`config.mk`:
```
export PLATFORM = sky130hd
export DESIGN_NAME = mux_scan_sel
export DESIGN_NICKNAME = d
export VERILOG_FILES = /design/src/rtl/mux_scan_pkg.sv /design/src/rtl/scan_sel_ctr.sv /design/src/rtl/mux_scan_sel.sv
export SDC_FILE = /design/constraint.sdc
export NUM_CORES = 1
export LEC_CHECK = 0
export BUFFER_PORTS_ARGS = -buffer_cell sky130_fd_sc_hd__buf_2
export CAP_MARGIN = 10
export CORE_MARGIN = 2
export CORE_UTILIZATION = 46
export CTS_CLUSTER_DIAMETER = 120
export DETAILED_ROUTE_END_ITERATION = 8
export PLACE_DENSITY_LB_ADDON = 0.15
export SLEW_MARGIN = 40
export SYNTH_ARGS = -nofsm -noshare
export SYNTH_HDL_FRONTEND = slang
export SYNTH_HIERARCHICAL = 1
export SYNTH_SLANG_ARGS = --single-unit
```
`constraint.sdc`:
```
create_clock -name clk -period 3.1 [get_ports clk]
set_clock_uncertainty 0.2 [all_clocks]
set_input_delay 0.62 -clock clk [delete_from_list [all_inputs] [get_ports clk]]
set_output_delay 0.62 -clock clk [all_outputs]
set_load 0.03 [all_outputs]
```
`src/rtl/mux_scan_pkg.sv`:
```
// Shared mode encodings and width helpers for the scan selector.
package mux_scan_pkg;

    localparam logic MODE_MANUAL = 1'b0;
    localparam logic MODE_SCAN   = 1'b1;

    // $clog2 that never collapses to zero, so 1-channel or 1-deep builds still get a 1-bit field
    function automatic int unsigned clog2_min1(input int unsigned n);
        int unsigned r;
        r = (n <= 32'd2) ? 32'd1 : 32'($clog2(n));
        return r;
    endfunction

endpackage

```
`src/rtl/scan_sel_ctr.sv`:
```
// Channel pointer for the scan selector: manual load, round-robin dwell advance, sticky bad-load flag.
module scan_sel_ctr
    import mux_scan_pkg::*;
#(
    parameter int unsigned NCH   = 8,
    parameter int unsigned DWELL = 4,
    parameter int unsigned SELW  = clog2_min1(NCH)
) (
    input  logic            clk,
    input  logic            rst_n,
    input  logic            mode,
    input  logic            load,
    input  logic [SELW-1:0] sel_in,
    input  logic            hs,
    output logic [SELW-1:0] cur_sel,
    output logic            sel_err
);

    localparam int unsigned     DCW        = clog2_min1(DWELL);
    localparam logic [DCW-1:0]  DWELL_LAST = DCW'(DWELL - 1);
    localparam logic [SELW-1:0] SEL_LAST   = SELW'(NCH - 1);

    logic [DCW-1:0]  dwell_cnt;
    logic [DCW-1:0]  dwell_nxt;
    logic [SELW-1:0] sel_nxt;
    logic            err_nxt;
    logic            mode_q;
    logic            sel_ok;

    assign sel_ok = (32'(sel_in) < NCH);

    always_ff @(posedge clk or negedge rst_n) begin
        if (!rst_n) begin
            cur_sel   <= '0;
            dwell_cnt <= '0;
            sel_err   <= 1'b0;
            mode_q    <= MODE_MANUAL;
        end else begin
            cur_sel   <= sel_nxt;
            dwell_cnt <= dwell_nxt;
            sel_err   <= err_nxt;
            mode_q    <= mode;
        end
    end

    // Priority: valid load, then mode change / manual hold, then scan advance on handshake
    always_comb begin
        sel_nxt   = cur_sel;
        dwell_nxt = dwell_cnt;
        err_nxt   = sel_err;
        if (load && !sel_ok) begin
            err_nxt = 1'b1;
        end
        if (load && sel_ok) begin
            sel_nxt   = sel_in;
            dwell_nxt = '0;
        end else if ((mode != mode_q) || (mode == MODE_MANUAL)) begin
            dwell_nxt = '0;
        end else if (hs) begin
            if (dwell_cnt == DWELL_LAST) begin
                dwell_nxt = '0;
                sel_nxt   = (cur_sel == SEL_LAST) ? '0 : cur_sel + SELW'(1);
            end else begin
                dwell_nxt = dwell_cnt + DCW'(1);
            end
        end
    end

endmodule

```
`src/rtl/mux_scan_sel.sv`:
```
// N-channel W-bit registered selector with manual/auto-scan channel choice and a valid/ready output stage.
module mux_scan_sel
    import mux_scan_pkg::*;
#(
    parameter int unsigned NCH   = 8,
    parameter int unsigned W     = 8,
    parameter int unsigned DWELL = 4,
    parameter int unsigned SELW  = clog2_min1(NCH)
) (
    input  logic             clk,
    input  logic             rst_n,
    input  logic             en,
    input  logic             mode,
    input  logic             load,
    input  logic [SELW-1:0]  sel_in,
    input  logic [NCH*W-1:0] din,
    output logic [W-1:0]     dout,
    output logic [SELW-1:0]  dout_ch,
    output logic             dout_vld,
    input  logic             dout_rdy,
    output logic             sel_err
);

    logic [NCH-1:0][W-1:0] chan_c;
    logic [SELW-1:0]       cur_sel;
    logic                  hs_c;
    logic                  cap_c;

    assign chan_c = din;
    assign hs_c   = dout_vld && dout_rdy;
    assign cap_c  = en && (!dout_vld || dout_rdy);

    scan_sel_ctr #(
        .NCH   (NCH),
        .DWELL (DWELL),
        .SELW  (SELW)
    ) u_ctr (
        .clk     (clk),
        .rst_n   (rst_n),
        .mode    (mode),
        .load    (load),
        .sel_in  (sel_in),
        .hs      (hs_c),
        .cur_sel (cur_sel),
        .sel_err (sel_err)
    );

    // Output register: capture when the slot is free or being drained, else drop valid on a final accept
    always_ff @(posedge clk or negedge rst_n) begin
        if (!rst_n) begin
            dout     <= '0;
            dout_ch  <= '0;
            dout_vld <= 1'b0;
        end else if (cap_c) begin
            dout     <= chan_c[cur_sel];
            dout_ch  <= cur_sel;
            dout_vld <= 1'b1;
        end else if (hs_c) begin
            dout_vld <= 1'b0;
        end
    end

endmodule
```
# Word-level counts from Yosys, hierarchy flattened
# Index checks and enable logic that the tools add are counted.
# word_totals
ff_bits	18
output_inout_bits	13
wordCells	37
# classes
addsub	2
magnitude_cmp	1
n_eq_ne	4
mux	13
bitwise_logic	1
reduce_logical	10
# op_table
op	n
$bmux 8 s3	1
$mux 3	5
$mux 2	4
$mux 8	1
$reduce_bool 2->1	3
$lt 3x4->1 const B	1
$add 3x1->3 const B	1
$eq 3x3->1 const B	1
$reduce_and 3->1	1
$reduce_bool 3->1	1
$add 2x1->2 const B	1
$eq 2x2->1 const B	1
$logic_and 1x1->1	2
$logic_or 1x1->1	2
$mux 1	2
$ne 2x2->1 const B	1
$logic_not 1->1	1
$ne 1x1->1	1
$not 1->1	1

# Depth between registers and ports, before layout
# Gate-level depths: netlist of run 1.
# logic_depth
word_depth	6
depth_mapped	5
ltp_nobuf	5

# Modules after synthesis
# The synthesis of run 1 kept the hierarchy.
# by_module_without_submodules
module	n_inst	cells_each	area_per_inst_um2	seq_area_each_um2
mux_scan_sel	1	97	1034.7	300.3
scan_sel_ctr	1	29	324.1	150.1

# Worst setup path before layout of run 1
# Ideal clock, no wire load.
# synth_path
path_type	input port to flip-flop
startpoint	input port dout_rdy
endpoint	register dout_ch[0]
setup_time_ps	125
arrival_time_ps	1417
required_time_ps	2775
setup_slack_ps	1358
stages	5
cell_sequence	nor2b_1 buf_6 nand2b_4 buf_6 mux2_2
# synth_via
elab_chain_cells	2
# synth_lines
element	line	source
from (decl)	mux_scan_sel.sv:20	input logic dout_rdy,
$logic_or 1x1->1	mux_scan_sel.sv:31	assign cap_c = en && (!dout_vld || dout_rdy);
$logic_and 1x1->1	mux_scan_sel.sv:31	
to (signal assigned)	mux_scan_sel.sv:56	dout_ch <= cur_sel;
to (decl)	mux_scan_sel.sv:18	output logic [SELW-1:0] dout_ch,
# Every way passes these cells.
# A chain may end at the register's enable or synchronous reset.

# Worst setup path after layout of run 1
# Ends and elaborated chain as after synthesis.

==> results of run 1 <==
[cells by family (layout without fill, tap and decap cells)]
kind of cell | after synthesis | in the layout | synth area share, %
simple gates | 20 | 20 | 9.301
fa+ha+maj | 3 | 3 | 2.763
other cells | 1 | 1 | 0.2760
mux | 38 | 38 | 29.65
flops | 18 | 18 | 33.15
compound gates | 36 | 36 | 18.14
buf+inv | 10 | 90 | 6.721
[cell type report]
type                    count  area (um^2)  share of cell area, %
multi-input cells          98        817.0                  46.05
flip-flops and latches     18        450.4                  25.39
repair buffers             85        427.9                  24.12
well taps                  31        38.79                  2.186
clock buffers               4        36.28                  2.045
inverters                   1        3.754                 0.2116
[how the worst max path moves through the flow]
| stage | start | endpoint | cells past startpoint |
|---|---|---|---|
| 2_1_floorplan | dout_rdy | dout_ch[0] | 5 |
| 3_3_place_gp | dout_rdy | dout_ch[0] | 4 |
| 3_5_place_dp | dout_rdy | dout_ch[0] | 4 |
| 4_1_cts | dout_rdy | dout_ch[0] | 4 |
| 5_1_grt | dout_vld | dout_ch[0] | 3 |
| 6_report | dout_rdy | dout_ch[0] | 4 |
[state kept, by name, indices dropped and copies added, names as in the netlist]
name and count:
u_ctr/cur_sel 3, u_ctr/dwell_cnt 2, u_ctr/mode_q 1, dout_vld 1
dout_ch 3, dout 8
[layout by cell type, fill, tap and decap left out, drive strengths merged, types with 2 or more instances in the layout]
cell type / n
buf: 85
ha: 3
nand2b: 2
o31ai: 7
o21ai: 11
mux2i: 20
a22o: 7
clkbuf: 4
o22ai: 7
nor2: 3
nor2b: 4
nor3: 2
dfrtp: 18
nand2: 5
mux2: 18
[metrics by stage]
| step | area [um^2] | utilization [%] |
|---|---|---|
| detailed placement | 1738 | 62.48 |
| CTS | 1774 | 63.79 |
| floorplan | 1359 | - |
| global placement | 1738 | 62.48 |
| finish | 1774 | 63.79 |
| global route | 1774 | 63.79 |
[routing by layer]
layer	global-route usage, %	routed length, um
met1	25.42	1337
met2	35.63	1687
met3	1.978	198
met4	6.645	19
met5	0	0
[report_power, final]
part	switching [mW]	internal, mW
clock	0.0704	0.0714
combinational	0.164	0.130
sequential	0.0206	0.268
total	0.255	0.469
[worst max-delay path, stage by stage]
cell	delay, ps
buf_2	100
nor2b_1	400
nand2b_4	300
mux2_2	350
==> qor.yml, run 1 <==
grt_start_max_net_pins: 38
antenna_cells: 0
grt_pass1_vias: 1268
synth_async_sr_flop_share_pct: 100.0
first_iter_violations: 16
core_area_um2: 2781
cts_buffers: 3
grt_use_total_pct: 20.06
overflow: 0
die_height_um: 58.35
area_growth_syn_to_layout_pct: 30.57
synthMostInstantiatedCell: "mux2i_1"
slew_viol_final: 0
worstHoldPathType: "input pin to async pin"
dpl_worst_slack_ps: 1012
routedWlPerCell_um: 13.68
cellPowerDensity_nw_per_um2: 408.1
grt_pass1_wl_um: 5333
drv_cap: 0
yosys_warnings: 6
avgSynthCellArea_um2: 10.78
p_leak_nw: 0.9190
synth_top_area_cell: "dfrtp_1"
io-pin-count: 86
cts_tree: "built"
dp_cells: 233
holdWs_ps: 39.55
start_kind: "input pin"
nFillCells: 240
synthCells: 126
critPathCaptureType: "flip-flop"
cts-root-buf: "clkbuf_4"
h-tree-depth: 1
wl_um: 3243
drive_gt1_share_pct: 53.40
clock_path_buffers: 2
status: "finished clean"
seq_area_frac_synth_pct: 33.15
cts.repair.resized: 0
place_congestion: 0.7610
rr_startpoint: "dout_vld"
clk_pin_slew_worst_paths_ps: 100
yosys.area.top_type_share_pct: 33.15
synth_commonest_cells: "mux2i_1, dfrtp_1, mux2_2"
layout_setup_ws_ps: 1307
io_buffers: 84
ant_nets: 0
synth_cell_types: 30
dieArea_um2: 3405
dr.pass1.iters: 4
required_ps: 3080
rr_worst_depth: 3
hold_viol_final: 0
dpl.hpwl_um: 2711
slew-limit-headroom_pct: 65.88
fmax_mhz: 557.7
postCtsHoldBufs: 0
synth_top_flop_cell: "dfrtp_1"
antenna_found_initial: 0
worstSkewPairLatency_ps: 280
cp.arrival_ps: 1770
post-cts-setup-buffers: 0
rsz0062_at_grt: "no"
worst_pin_slew_ps: 510.8
vias_per_cell: 5.325
rrSetupSlack_ps: 1350
post-route-min-period_ps: 1793
finalCritPeriodShare_pct: 57.84
drc: 0
start_util_pct: 48.85
die_w_um: 58.35
synthTopCellsByArea: "dfrtp_1, mux2_2, mux2i_1"
cts_sinks: 18
instances_no_fill: 237
netlist_area_um2: 1359
setup_viol: 0
fin_tns_setup_ps: 0
total_power_uw: 724.1
crit_type: "input pin to flip-flop"
vias: 1262
syn-num-nets: 202
rr_endpoint: "dout_ch[0]"
cp_max_fo: 11
synth_edf_count: 0
placementRows: 19
ys_ff_latch: 18
ir_drop_uv: 319.7
finalNetCount: 283
(Power assumes the default switching activity.)
==> run 2: changes to the inputs <==
--- a/config.mk
+++ b/config.mk
@@ -8,7 +8,7 @@
 export BUFFER_PORTS_ARGS = -buffer_cell sky130_fd_sc_hd__buf_2
 export CAP_MARGIN = 10
 export CORE_MARGIN = 2
-export CORE_UTILIZATION = 46
+export CORE_UTILIZATION = 38
 export CTS_CLUSTER_DIAMETER = 120
 export DETAILED_ROUTE_END_ITERATION = 8
 export PLACE_DENSITY_LB_ADDON = 0.15
==> constraint.sdc (replaced) <==
create_clock -name clk -period 1.6 [get_ports clk]
set_clock_uncertainty 0.2 [all_clocks]
set_input_delay 0.32 -clock clk [delete_from_list [all_inputs] [get_ports clk]]
set_output_delay 0.32 -clock clk [all_outputs]
set_load 0.03 [all_outputs]
==> run 2 against run 1 <==
Highest routed layer is now met3. Worst hold slack got worse by 4.6 ps. Cell count is 9.7% higher. Via count is 5.5% higher. Combinational power grew 120%. Total power increased by 110%. Register-to-register slack got worse by 1300 ps. Routed wire length up 18%.
==> qor.yml, run 2 (synthesis results as in run 1) <==
die_w_um: 63.80
placementRows: 21
slowest_stage: "dfrtp_2"
antenna_cells: 0
routedWlPerCell_um: 14.67
holdWs_ps: 35.00
cellPowerDensity_nw_per_um2: 753.9
grt_use_total_pct: 17.40
clock_path_buffers: 2
vias_per_cell: 5.123
layout_setup_ws_ps: 58.61
regMostFlops: "dout"
overflow: 0
dpl_worst_slack_ps: 12.10
timing.critical_path.mode_cell: "ha_4"
cp.arrival_ps: 1560
cts_sinks: 18
rsz0062_at_grt: "yes"
crit_family: "flip-flops"
vias: 1332
wl_um: 3814
dieArea_um2: 4070
status: "finished clean"
first_iter_violations: 44
grt.met2_usage_pct: 32.81
area_growth_syn_to_layout_pct: 46.41
grt_pass1_wl_um: 5637
h-tree-depth: 1
drive_gt1_share_pct: 62.62
finalCritPeriodShare_pct: 96.34
worstSkewPairLatency_ps: 290
required_ps: 1610
drv_cap: 0
grtUsageMet3_pct: 4.225
dr.pass1.iters: 4
slew_viol_final: 0
start_kind: "flip-flop"
p_leak_nw: 0.9904
largest_reg_flops: 8
start_util_pct: 40.09
post-route-min-period_ps: 1541
hold_viol_final: 0
cts-root-buf: "clkbuf_4"
cp_max_fo: 6
crit_type: "flip-flop to flip-flop"
grt_start_max_net_pins: 32
die_height_um: 63.80
final_common_cell: "buf_2"
mostFrequentLayoutCells: "buf_2, mux2i_1, mux2_2, dfrtp_1, o21ai_0"
worstHoldPathType: "input pin to flip-flop"
critPathCaptureType: "flip-flop"
finalNetCount: 291
grt_pass1_vias: 1274
largestRegisters: "dout (8), dout_ch (3), u_ctr/cur_sel (3)"
drc: 0
busiest_layer: "met2"
dpl.hpwl_um: 3166
cts_tree: "built"
antenna_found_initial: 0
crit_path_max_incr_delay_ps: 470
fmax_mhz: 648.8
ir_drop_uv: 434.9
clk_pin_slew_worst_paths_ps: 100
use_met1_pct: 20.74
cp_num_buf_inv: 1
place_congestion: 0.8684
path_cells: "buf_6 -> ha_4 -> ha_4 -> nor2b_1 -> mux2i_1 -> o21ai_1"
ant_nets: 0
io_buffers: 84
setup_viol: 0
core_area_um2: 3390
io-pin-count: 86
cts_buffers: 3
## run 2: changes by cell type in the layout (fill, tap and decap cells not counted), sizes merged
cell         previous run  this run
buf                    85        90
clkbuf                  4         5
dlygate4sd3             0         2
## run 2: worst paths after layout
path                                        from  slack [ps]          endpoint  cells past startpoint
worst max-delay path            u_ctr/cur_sel[1]          60  u_ctr/cur_sel[1]                      6
worst min-delay path                   sel_in[2]          30  u_ctr/cur_sel[2]                      3
worst max register to register  u_ctr/cur_sel[1]          60  u_ctr/cur_sel[1]                      6
worst min register to register           dout[6]         310           dout[6]                      2
max in group asynchronous                  rst_n         630          dout_vld                      2
min in group asynchronous                  rst_n         270        dout_ch[0]                      2
## run 2: metal layers
metal / up-vias / part of all wire (%)
li1: 657 / -
met1: 633 / 39
met2: 42 / 55
met3: 0 / 6.0
met4: 0 / 0
met5: - / 0
## run 2: worst min-delay path: stages
cell and delay [ps]:
buf_2 70, nand2_1 40, o21ai_1 60
## run 2: what timing repair did
item,CTS,global route
gates cloned,0,1
hold buffers,2,0
resized for setup,2,17
pin swaps,0,3
endpoints found under the hold margin,19,0
setup endpoints to repair,3,10
buffers inserted,0,2
## run 2: through the flow
step / total power, mW / instance area [um^2] / TNS [ps] / util, % / instances
after floorplan: 0.9673 / 1375 / 0 / - / 126
after CTS: 1.456 / 1873 / 0 / 55.26 / 257
after global routing: 1.587 / 1989 / -13.51 / 58.69 / 260
after detailed placement: 1.174 / 1808 / 0 / 53.34 / 251
after global placement: 1.161 / 1808 / 0 / 53.34 / 251
final: 1.500 / 1989 / 0 / 58.69 / 260
## run 2: cell type report
type | count | area (um^2)
multi-input cells | 98 | 909.6
fillers | 293 | 1400
well taps | 46 | 57.56
clock buffers | 4 | 36.28
flip-flops and latches | 18 | 455.4
repair buffers | 93 | 526.8
inverters | 1 | 3.754
## run 2: power breakdown
group	switching [mW]	leakage [nW]	internal [mW]
clock	0.137	0.0210	0.138
sequential	0.0531	0.216	0.521
combinational	0.343	0.754	0.306
total	0.534	0.990	0.966
==> run 3: changes to the inputs <==
--- a/config.mk
+++ b/config.mk
@@ -11,6 +11,7 @@
 export CORE_UTILIZATION = 38
 export CTS_CLUSTER_DIAMETER = 120
 export DETAILED_ROUTE_END_ITERATION = 8
+export MAX_ROUTING_LAYER = met4
 export PLACE_DENSITY_LB_ADDON = 0.15
 export SLEW_MARGIN = 40
 export SYNTH_ARGS = -nofsm -noshare
==> run 3 against run 2 <==
First-iteration DRC count fell by 2.3%. Utilization rose by 0.18 points. Design area rose by 0.31%. Combinational power barely moved. Routed wire length rose by 0.47%. Largest cell class unchanged. Total power rose by 0.36%. Setup slack got worse by 22 ps. Register-to-register slack got worse by 20 ps. Critical path type unchanged. Clock power barely moved. Global-route usage rose by 0.52 points.
==> qor.yml, run 3 (synthesis results as in run 1) <==
slew_viol_final: 0
fmax_mhz: 639.8
antenna_cells: 0
cp.arrival_ps: 1570
cts_buffers: 3
switching_share_pct: 35.73
timing.critical_path.depth: 4
status: "finished clean"
wl_um: 3832
first_iter_violations: 43
io-pin-count: 86
h-tree-depth: 1
largest_reg_flops: 8
routedWlPerCell_um: 14.74
core_area_um2: 3390
grt_start_max_net_pins: 32
worstHoldPathType: "input pin to flip-flop"
path_cells: "clkbuf_16 -> mux2i_1 -> a22o_1 -> o31ai_2"
drc: 0
slowest_stage: "dfrtp_2"
finalCritPeriodShare_pct: 97.68
antenna_found_initial: 0
mostFrequentLayoutCells: "buf_2, mux2i_1, mux2_2, dfrtp_1, o21ai_0"
cts_sinks: 18
instances_no_fill: 260
cts_tree: "built"
cp_num_buf_inv: 1
start_kind: "flip-flop"
cp_max_fo: 15
placementRows: 21
cellPowerDensity_nw_per_um2: 754.3
place_congestion: 0.8825
dpl.hpwl_um: 3166
grt_pass1_wl_um: 5644
cts-root-buf: "clkbuf_4"
vias_per_cell: 5.112
post-route-min-period_ps: 1563
ir_drop_uv: 442.1
p_int_uw: 967.5
dpl_worst_slack_ps: 12.10
dr.pass1.iters: 6
p_seq_share_pct: 38.2
crit_family: "flip-flops"
layout_setup_ws_ps: 37.06
clk_pin_slew_worst_paths_ps: 110
dp_cells: 251
clock_path_buffers: 2
setup_viol: 0
power.share.clock_pct: 18.4
die_height_um: 63.80
grt_use_total_pct: 17.92
area_growth_syn_to_layout_pct: 46.87
required_ps: 1600
regMostFlops: "dout"
grt_pass1_vias: 1274
drive_gt1_share_pct: 63.08
rsz0062_at_grt: "yes"
worstSkewPairLatency_ps: 290
finalNetCount: 291
overflow: 0
critPathCaptureType: "flip-flop"
hold_viol_final: 0
start_util_pct: 40.09
final_common_cell: "buf_2"
die_w_um: 63.80
largestRegisters: "dout (8), dout_ch (3), u_ctr/cur_sel (3)"
p_leak_nw: 0.9921
combPwrFrac_pct: 43.4
io_buffers: 84
drv_cap: 0
crit_path_max_incr_delay_ps: 470
dieArea_um2: 4070
vias: 1329
crit_type: "flip-flop to flip-flop"
hold_depth: 3
rr_worst_depth: 4
ant_nets: 0
power.switching_uw: 537.8
[run 3: power by group through the flow]
stage / Clock [mW] / Sequential [mW] / Combinational (mW)
final: 0.278 / 0.575 / 0.653
after global routing: 0.300 / 0.584 / 0.706
after CTS: 0.283 / 0.565 / 0.608
after detailed placement: 0 / 0.574 / 0.600
after global placement: 0 / 0.572 / 0.590
after floorplan: 0 / 0.680 / 0.287
[run 3: worst min-delay path: stages]
cell and delay [ps]:
buf_2 70, nand2_1 40, o21ai_1 60
[run 3: through the flow]
step,util (%),TNS (ps),cell area [um^2],power (mW),hold WS [ps]
final,58.88,0,1996,1.505,32.32
after CTS,55.26,0,1873,1.456,24.51
after detailed placement,53.34,0,1808,1.174,69.06
after floorplan,-,0,1375,0.9673,-175.6
after global routing,58.88,-22.15,1996,1.590,36.86
after global placement,53.34,0,1808,1.161,77.93
[run 3: area by class of cell]
class	count	area [um^2]
Timing Repair Buffer	93	526.8
Tap cell	46	57.56
Clock buffer	4	36.28
Sequential cell	18	455.4
Multi-Input combinational cell	98	915.9
Inverter	1	3.754
Fill cell	291	1394
[run 3: worst paths after layout]
path / start / endpoint / slack, ps
setup reg to reg: u_ctr/cur_sel[1] / dout[4] / 40
setup / recovery: u_ctr/cur_sel[1] / dout[4] / 40
hold / removal: sel_in[2] / u_ctr/cur_sel[2] / 30
min in group asynchronous: rst_n / dout_ch[0] / 270
hold reg to reg: dout[6] / dout[6] / 310
max in group asynchronous: rst_n / dout_vld / 630
[run 3: metal layers]
layer | vias to the layer above | GRT usage [%] | wire length, um
li1 | 655 | - | -
met1 | 632 | 21.40 | 1495
met2 | 42 | 32.42 | 2122
met3 | 0 | 3.873 | 213
met4 | 0 | 0.8152 | 0
met5 | - | - | 0
[run 3: repair_timing]
item / 4_1_cts / 5_1_grt
pin swaps: 0 / 2
hold buffers: 2 / 0
buffers inserted: 0 / 2
setup endpoints to repair: 3 / 10
cloned: 0 / 1
resized for setup: 2 / 18
hold endpoints to repair: 19 / 0
